==> src/rtl/wb_rr_arbiter.sv <==
// rtl/wb_rr_arbiter.sv - two-master round-robin Wishbone arbiter with stall watchdog
// Ownership spans a whole cyc period; an unterminated strobe is ended with err after TIMEOUT cycles.
module wb_rr_arbiter #(
  parameter int DW      = 32,
  parameter int AW      = 32,
  parameter int TIMEOUT = 255
) (
  input  logic            clk,
  input  logic            rst_n,
  input  logic [AW-1:0]   m0_adr_i,
  input  logic [DW-1:0]   m0_dat_i,
  input  logic [DW/8-1:0] m0_sel_i,
  input  logic            m0_we_i,
  input  logic            m0_cyc_i,
  input  logic            m0_stb_i,
  input  logic [2:0]      m0_cti_i,
  input  logic [1:0]      m0_bte_i,
  output logic [DW-1:0]   m0_dat_o,
  output logic            m0_ack_o,
  output logic            m0_err_o,
  output logic            m0_rty_o,
  input  logic [AW-1:0]   m1_adr_i,
  input  logic [DW-1:0]   m1_dat_i,
  input  logic [DW/8-1:0] m1_sel_i,
  input  logic            m1_we_i,
  input  logic            m1_cyc_i,
  input  logic            m1_stb_i,
  input  logic [2:0]      m1_cti_i,
  input  logic [1:0]      m1_bte_i,
  output logic [DW-1:0]   m1_dat_o,
  output logic            m1_ack_o,
  output logic            m1_err_o,
  output logic            m1_rty_o,
  output logic [AW-1:0]   s_adr_o,
  output logic [DW-1:0]   s_dat_o,
  output logic [DW/8-1:0] s_sel_o,
  output logic            s_we_o,
  output logic            s_cyc_o,
  output logic            s_stb_o,
  output logic [2:0]      s_cti_o,
  output logic [1:0]      s_bte_o,
  input  logic [DW-1:0]   s_dat_i,
  input  logic            s_ack_i,
  input  logic            s_err_i,
  input  logic            s_rty_i,
  output logic [1:0]      grant_o,
  output logic            timeout_o
);

  localparam int CW = (TIMEOUT > 0) ? $clog2(TIMEOUT + 1) : 1;
  localparam logic [CW-1:0] CNT_LAST = (TIMEOUT > 0) ? CW'(TIMEOUT - 1) : '0;
  localparam logic [CW-1:0] CNT_MAX  = '1;

  typedef enum logic [1:0] {IDLE, BUSY, TERM} state_t;

  state_t        state_q, state_d;
  logic          owner_q, owner_d;
  logic          last_q, last_d;
  logic [CW-1:0] cnt_q, cnt_d;
  logic          own_cyc, own_stb, slv_term;

  always_ff @(posedge clk or negedge rst_n) begin
    if (!rst_n) begin
      state_q <= IDLE;
      owner_q <= 1'b0;
      last_q  <= 1'b1;
      cnt_q   <= '0;
    end else begin
      state_q <= state_d;
      owner_q <= owner_d;
      last_q  <= last_d;
      cnt_q   <= cnt_d;
    end
  end

  assign own_cyc  = owner_q ? m1_cyc_i : m0_cyc_i;
  assign own_stb  = own_cyc & (owner_q ? m1_stb_i : m0_stb_i);
  assign slv_term = s_ack_i | s_err_i | s_rty_i;
  assign m0_dat_o = s_dat_i;
  assign m1_dat_o = s_dat_i;

  always_comb begin
    state_d   = state_q;
    owner_d   = owner_q;
    last_d    = last_q;
    cnt_d     = '0;
    s_adr_o   = '0;
    s_dat_o   = '0;
    s_sel_o   = '0;
    s_we_o    = 1'b0;
    s_cyc_o   = 1'b0;
    s_stb_o   = 1'b0;
    s_cti_o   = '0;
    s_bte_o   = '0;
    m0_ack_o  = 1'b0;
    m0_err_o  = 1'b0;
    m0_rty_o  = 1'b0;
    m1_ack_o  = 1'b0;
    m1_err_o  = 1'b0;
    m1_rty_o  = 1'b0;
    grant_o   = 2'b00;
    timeout_o = 1'b0;
    case (state_q)
      IDLE: begin
        if (m0_cyc_i | m1_cyc_i) begin
          // On a tie the master that did not own the bus last time wins.
          owner_d = (m0_cyc_i & m1_cyc_i) ? ~last_q : m1_cyc_i;
          last_d  = owner_d;
          state_d = BUSY;
        end
      end
      BUSY: begin
        grant_o  = owner_q ? 2'b10 : 2'b01;
        s_adr_o  = owner_q ? m1_adr_i : m0_adr_i;
        s_dat_o  = owner_q ? m1_dat_i : m0_dat_i;
        s_sel_o  = owner_q ? m1_sel_i : m0_sel_i;
        s_we_o   = owner_q ? m1_we_i  : m0_we_i;
        s_cti_o  = owner_q ? m1_cti_i : m0_cti_i;
        s_bte_o  = owner_q ? m1_bte_i : m0_bte_i;
        s_cyc_o  = own_cyc;
        s_stb_o  = own_stb;
        m0_ack_o = ~owner_q & s_ack_i;
        m0_err_o = ~owner_q & s_err_i;
        m0_rty_o = ~owner_q & s_rty_i;
        m1_ack_o = owner_q & s_ack_i;
        m1_err_o = owner_q & s_err_i;
        m1_rty_o = owner_q & s_rty_i;
        if (own_stb && !slv_term) begin
          cnt_d = (cnt_q == CNT_MAX) ? cnt_q : cnt_q + 1'b1;
        end
        // A slave termination in the last allowed cycle beats the watchdog.
        if (!own_cyc) begin
          state_d = IDLE;
        end else if ((TIMEOUT > 0) && own_stb && !slv_term && (cnt_q == CNT_LAST)) begin
          state_d = TERM;
        end
      end
      TERM: begin
        grant_o   = owner_q ? 2'b10 : 2'b01;
        m0_err_o  = ~owner_q;
        m1_err_o  = owner_q;
        timeout_o = 1'b1;
        state_d   = IDLE;
      end
      default: state_d = IDLE;
    endcase
  end

endmodule

==> config.mk <==
export PLATFORM = sky130hd
export DESIGN_NAME = wb_rr_arbiter
export DESIGN_NICKNAME = d
export VERILOG_FILES = /design/src/rtl/wb_rr_arbiter.sv
export SDC_FILE = /design/constraint.sdc
export NUM_CORES = 1
export LEC_CHECK = 0
export BUFFER_PORTS_ARGS = -buffer_cell sky130_fd_sc_hd__buf_2
export CAP_MARGIN = 5
export CORE_AREA = 2 2 131 133
export CTS_BUF_LIST = sky130_fd_sc_hd__clkbuf_8
export DETAILED_ROUTE_END_ITERATION = 16
export DIE_AREA = 0 0 133 135
export MAX_ROUTING_LAYER = met4
export SLEW_MARGIN = 40
export SYNTH_ARGS = -nofsm -noshare
export SYNTH_HDL_FRONTEND = slang
export SYNTH_SLANG_ARGS = --single-unit
==> constraint.sdc <==
create_clock -name clk -period 4.45 [get_ports clk]
set_input_delay 0.2225 -clock clk [delete_from_list [all_inputs] [get_ports clk]]
set_output_delay 0.2225 -clock clk [all_outputs]
set_load 0.01 [all_outputs]
==> results of run 1 <==
[worst max-delay path, stage by stage, from the launching register on]
cell and delay, ns:
dfrtp_1 0.39, inv_1 0.12, ha_2 0.49, buf_4 0.46, nor2b_1 0.24, buf_2 0.17
[where the power goes]
group          leakage (nW)  internal (mW)  switching (mW)
clock network        0.0288         0.0782          0.0425
logic                  1.82          0.657           0.738
registers             0.159          0.130          0.0361
total                  2.00          0.865           0.817
[metrics by stage]
stage | hold slack, ns | util | worst slack [ns] | std cells
2_1_floorplan | -0.07309 | - | 2.679 | 311
3_3_place_gp | 0.1168 | 0.2100 | 2.352 | 691
3_5_place_dp | 0.1214 | 0.2100 | 2.233 | 691
4_1_cts | 0.1957 | 0.2140 | 1.961 | 696
5_1_grt | 0.2179 | 0.2140 | 1.835 | 696
6_report | 0.1935 | 0.2140 | 2.078 | 696
[flip-flops by register name (all words and copies together), names as in the netlist]
name     cells
state_q      2
last_q       1
owner_q      1
cnt_q        8
[kinds of logic (layout without fill, tap and decap cells)]
family / count (synthesis) / after routing / share of synthesized area
simple gates: 110 / 110 / 0.2613
buf+inv: 88 / 253 / 0.2302
mux: 77 / 77 / 0.3094
compound gates: 17 / 17 / 0.04464
flops: 12 / 12 / 0.1209
fa+ha+maj: 6 / 6 / 0.03009
xor+xnor: 1 / 1 / 0.003511
[area by class of cell]
| type | count | area [µm²] | share of cell area |
|---|---|---|---|
| clock buffer | 4 | 55.05 | 0.01568 |
| inverter | 4 | 15.01 | 0.004277 |
| multi-input combinational | 211 | 1622 | 0.4619 |
| sequential | 12 | 305.3 | 0.08696 |
| tap | 220 | 275.3 | 0.07840 |
| timing repair buffer | 245 | 1239 | 0.3528 |
[worst max path at each step]
stage / start / endpoint / slack, ns / depth (start not counted)
2_1_floorplan: state_q[1]$_DFFE_PN0P_ / cnt_q[5]$_DFFE_PN0P_ / 2.68 / 7
5_1_grt: state_q[1]$_DFFE_PN0P_ / s_dat_o[18] / 1.83 / 5
3_3_place_gp: state_q[1]$_DFFE_PN0P_ / m1_err_o / 2.35 / 6
4_1_cts: state_q[1]$_DFFE_PN0P_ / s_dat_o[18] / 1.96 / 5
3_5_place_dp: state_q[1]$_DFFE_PN0P_ / s_dat_o[18] / 2.23 / 5
6_report: state_q[1]$_DFFE_PN0P_ / s_dat_o[18] / 2.08 / 5
[cell usage in the layout (no fill, tap or decap), types with 3 or more instances in the layout]
cell type	Yosys	final
nor2b_1	77	77
ha_1	6	5
a21oi_1	4	4
dfrtp_1	11	10
buf_4	65	3
nor3_1	3	3
nand2_1	7	7
clkbuf_8	0	4
o21bai_1	3	3
buf_2	0	241
mux2i_1	76	76
inv_1	4	4
nor2_1	7	7
nand3_1	3	3
and3_1	5	5
a31oi_1	6	6
[routing by layer]
| layer | vias up | global-route usage | part of all wire |
|---|---|---|---|
| met5 | - | - | 0 |
| met4 | 0 | 0.01852 | 0.016 |
| met3 | 21 | 0.02102 | 0.093 |
| met1 | 1140 | 0.1177 | 0.43 |
| met2 | 171 | 0.1517 | 0.46 |
| li1 | 1304 | - | - |
[what timing repair did]
item | CTS | global route
hold buffers | 1 | 0
hold endpoints to repair | 11 | 0
setup endpoints to repair | 0 | 0
==> key figures, run 1 <==
Run status
  – Status: finished clean

Setup path
  – Register-to-Register Setup Slack: 2.36 ns
  – CP Max Fanout: 55
  – Crit path capture type: output port
  – Reg-to-reg startpoint: state_q[1]$_DFFE_PN0P_
  – Crit Path Class: flip-flop to output port
  – Arrival @ worst endpoint: 2.15 ns
  – Worst reg2reg path endpoint: cnt_q[3]$_DFFE_PN0P_
  – Reg2Reg Depth: 5
  – CP startpoint kind: flip-flop
  – Required @ worst endpoint: 4.23 ns

Yosys
  – Mean Syn Cell Area: 8.022 µm²
  – Synth Register Bits: 12
  – EDFF count, synth: 0
  – Share of the yosys chip area belonging to registers: 0.1209
  – Area leader, netlist: mux2i_1
  – Synth warn: 0
  – Top cell type's share of synthesized area: 0.3049
  – List of most frequent post-synthesis cells: 77 x nor2b_1, 76 x mux2i_1, 65 x buf_4
  – Ys async rst share: 1.000
  – Gate Count Post-Synth: 311
  – Post-synth top flop: dfrtp_1
  – Mapped Nets: 506
  – Largest cells by area after synthesis: mux2i_1 30%, buf_4 20%, nor2b_1 19%, dfrtp_1 11%, ha_1 3.0%
  – Synth cell types: 31
  – Synth Cell Area: 2495 µm²
  – Count leader, synth: nor2b_1

Min path
  – Worst hold path class: input pin to flip-flop
  – Worst Hold Endpoint: last_q$_DFFE_PN1P_
  – Hold Crit Depth: 2
  – Worst Hold Launch: m0_cyc_i

Power
  – LEAKAGE: 2.003 nW
  – Tot Pwr: 1.682 mW
  – Max IR drop VDD: 312.2 µV
  – Pwr dens: 479.0 nW/µm²

STA
  – Setup violations, final: 0
  – Slew margin rel.: 0.5177
  – Fin crit share: 0.5330
  – Max Slew Vio Count: 0
  – Worst slew pin tran: 0.7235 ns
  – RSZ-0062 raised after global routing: false
  – Fin Setup TNS: 0 ns
  – Peak Freq: 421.6 MHz
  – Final hold viol count: 0
  – Clock skew: 0.001391 ns
  – Time the worst path needs with I/O delays and setup: 2.372 ns

Placement
  – I/O Buffers: 241
  – RD Place Congestion: 0.7410
  – DP Wirelength: 7783 µm
  – Placed cell area: 3446 µm²

Clocking
  – Max H-tree Level: 1
  – TritonCTS clock tree: yes
  – Sink Count: 12
  – Root Buffer: clkbuf_8
  – CTS Buf Count: 3
  – Setup Buffers After CTS: 0
  – CTS clk-pin slew, worst paths: 0.06 ns
  – Clock Latency Late Sink: 0.24 ns
  – Maximum root-to-sink buffer count: 2
  – PostCTS Resize Cnt: 0

Floorplan
  – IO Count: 338
  – Starting Density: 0.1521
  – Row count: 47
  – DIE AREA: 17960 µm²
  – Die H: 135 µm
  – Core Footprint: 16410 µm²
  – Die width: 133 µm

Drt
  – Post-route ant nets: 0
  – Routed vias/inst: 3.787
  – Final WL: 9316 µm
  – 1st-iter DRT viols: 57
  – Drt wl/cell: 13.39 µm
  – Vias: 2636
  – 1st-pass router iterations: 4
  – Post-route DRC violation count: 0

Global routing
  – Vias in the first global route: 2560
  – First-pass GRT wire length: 13180 µm
  – Initial antenna violation count: 0
  – Grt ovf: 0
  – Largest net degree at the start of global routing: 56
  – GRT Overall Usage: 0.09270

Cells and area
  – Design area: 3511 µm²
  – Area growth syn-to-layout: 40.72%
  – Antenna fix cells: 0
  – Layout cells sized above 1: 0.5294
  – Layout fillers: 1824
  – Layout Nets: 672

Run
  – MaxCap Viol Count: 0
No activity file was read; power rests on OpenSTA's default activity.
==> run 2, diff against run 1 <==
--- a/config.mk
+++ b/config.mk
@@ -7,10 +7,10 @@
 export LEC_CHECK = 0
 export BUFFER_PORTS_ARGS = -buffer_cell sky130_fd_sc_hd__buf_2
 export CAP_MARGIN = 5
-export CORE_AREA = 2 2 131 133
+export CORE_AREA = 2 2 129 131
 export CTS_BUF_LIST = sky130_fd_sc_hd__clkbuf_8
 export DETAILED_ROUTE_END_ITERATION = 16
-export DIE_AREA = 0 0 133 135
+export DIE_AREA = 0 0 131 133
 export MAX_ROUTING_LAYER = met4
 export SLEW_MARGIN = 40
 export SYNTH_ARGS = -nofsm -noshare
==> constraint.sdc (replaced) <==
create_clock -name clk -period 2.2 [get_ports clk]
set_input_delay 0.11 -clock clk [delete_from_list [all_inputs] [get_ports clk]]
set_output_delay 0.11 -clock clk [all_outputs]
set_load 0.01 [all_outputs]
==> key figures, run 2 (synthesis results as in run 1) <==
Run status
  – Status: finished clean

Drt
  – Final WL: 8584 µm
  – Post-route DRC violation count: 0
  – Routed vias/inst: 3.772
  – 1st-iter DRT viols: 63
  – Post-route ant nets: 0
  – Vias: 2625
  – Drt wl/cell: 12.33 µm
  – 1st-pass router iterations: 4

STA
  – Fin Hold WS: 0.08269 ns
  – Clock skew: 0.004890 ns
  – Fin crit share: 0.8381
  – RSZ-0062 raised after global routing: false
  – Fin Setup TNS: 0 ns
  – Slew margin rel.: 0.6354
  – Peak Freq: 542.4 MHz
  – Time the worst path needs with I/O delays and setup: 1.844 ns
  – Post-route setup slack: 0.3562 ns
  – Worst slew pin tran: 0.5469 ns
  – Max Slew Vio Count: 0
  – Setup violations, final: 0
  – Final hold viol count: 0

Placement
  – Post-place setup slack: 0.3594 ns
  – DP Wirelength: 7065 µm
  – Placed cell area: 3471 µm²
  – RD Place Congestion: 0.7063
  – I/O Buffers: 241

Min path
  – Worst hold path class: input pin to flip-flop

Power
  – Fraction of power spent switching nets: 0.4769
  – Pwr dens: 951.5 nW/µm²
  – Part of the power in the clock network: 0.061
  – Internal power: 1.755 mW
  – Combinational share of power: 0.850
  – LEAKAGE: 2.010 nW
  – Reg power frac: 0.089
  – Max IR drop VDD: 582.2 µV
  – Switch Pwr: 1.600 mW

Floorplan
  – Die width: 131 µm
  – Core Footprint: 16170 µm²
  – DIE AREA: 17420 µm²
  – IO Count: 338
  – Die H: 133 µm
  – Starting Density: 0.1543
  – Row count: 47

Setup path
  – CP Max Fanout: 8
  – Register-to-Register Setup Slack: 0.36 ns
  – Crit Path Class: flip-flop to flip-flop
  – Required @ worst endpoint: 2.35 ns
  – Reg-to-reg startpoint: owner_q$_DFFE_PN0P_
  – Reg2Reg Depth: 4
  – CP startpoint kind: flip-flop
  – Worst Setup EP: cnt_q[2]$_DFFE_PN0P_
  – Crit path launch: owner_q$_DFFE_PN0P_
  – Crit path capture type: flip-flop
  – Worst reg2reg path endpoint: cnt_q[2]$_DFFE_PN0P_
  – Arrival @ worst endpoint: 2.00 ns

Cells and area
  – Max reg flops: 8
  – Design area: 3526 µm²
  – Area growth syn-to-layout: 41.32%
  – Regs by FF count: cnt_q x8, state_q x2
  – Top reg by flops: cnt_q
  – Commonest non-fill, non-tap cell in the layout: buf_2
  – Layout Nets: 672
  – Antenna fix cells: 0
  – Commonest cells after routing, fill and taps aside: 241 x buf_2, 77 x nor2b_1, 76 x mux2i_1
  – Layout cells sized above 1: 0.5273

Clocking
  – CTS clk-pin slew, worst paths: 0.05 ns
  – PostCTS Resize Cnt: 0
  – Max H-tree Level: 1
  – Clock Latency Late Sink: 0.24 ns
  – TritonCTS clock tree: yes
  – CTS Hold Bufs: 1
  – Sink Count: 12
  – Maximum root-to-sink buffer count: 2
  – Setup Buffers After CTS: 0
  – Root Buffer: clkbuf_8
  – CTS Buf Count: 3

Global routing
  – M1 GR Usage: 0.1088
  – First-pass GRT wire length: 11610 µm
  – Met2 usage: 0.1390
  – GR Util met3: 0.01334
  – Initial antenna violation count: 0
  – Vias in the first global route: 2284
  – GRT Overall Usage: 0.08575
  – Grt ovf: 0
  – Largest net degree at the start of global routing: 81
  – Layer with the highest usage: met2

Run
  – MaxCap Viol Count: 0
-- run 2: changes by cell type in the layout (fill, tap and decap cells not counted) --
| cell | previous run | this run |
|---|---|---|
| clkbuf_8 | 4 | 3 |
| inv_1 | 4 | 5 |
| buf_12 | 0 | 2 |
| buf_4 | 3 | 1 |
-- run 2: how the worst min path moves through the flow --
stage | slack (ns) | endpoint | start | depth (start not counted)
final | 0.08 | last_q$_DFFE_PN1P_ | m0_cyc_i | 2
after global routing | 0.10 | last_q$_DFFE_PN1P_ | m0_cyc_i | 2
after CTS | 0.07 | last_q$_DFFE_PN1P_ | m0_cyc_i | 2
after detailed placement | 0.006 | cnt_q[3]$_DFFE_PN0P_ | rst_n | 1
after global placement | 0.006 | cnt_q[3]$_DFFE_PN0P_ | rst_n | 1
after floorplan | -0.19 | cnt_q[0]$_DFFE_PN0P_ | rst_n | 0
-- run 2: cell type report --
type | count | area [µm²]
multi-input cells | 211 | 1622
clock inverters | 1 | 3.754
clock buffers | 3 | 41.29
inverters | 4 | 15.01
well taps | 220 | 275.3
flip-flops and latches | 12 | 305.3
fillers | 1810 | 12650
repair buffers | 245 | 1264
-- run 2: through the flow --
step / total power, mW / utilization / cells
floorplan: 2.262 / - / 311
global placement: 3.176 / 0.2146 / 691
detailed placement: 3.191 / 0.2146 / 691
CTS: 3.408 / 0.2180 / 696
global route: 3.631 / 0.2180 / 696
finish: 3.355 / 0.2180 / 696
-- run 2: critical path, cell delays in order (launching register included) --
cell and delay (ns):
dfrtp_4 0.51, mux2i_1 0.17, or4b_1 0.68, o21bai_1 0.22, a31oi_1 0.17
-- run 2: layer usage --
metal | wire (µm) | up-vias
met5 | 0 | -
met4 | 114 | 0
met3 | 807 | 19
met2 | 3969 | 144
met1 | 3693 | 1154
li1 | - | 1308
-- run 2: power by group through the flow --
stage / combinational, mW / sequential (mW) / clock, mW
5_1_grt: 3.11 / 0.304 / 0.219
3_5_place_dp: 2.89 / 0.304 / 0
4_1_cts: 2.90 / 0.299 / 0.212
6_report: 2.85 / 0.299 / 0.204
2_1_floorplan: 1.98 / 0.278 / 0
3_3_place_gp: 2.88 / 0.299 / 0
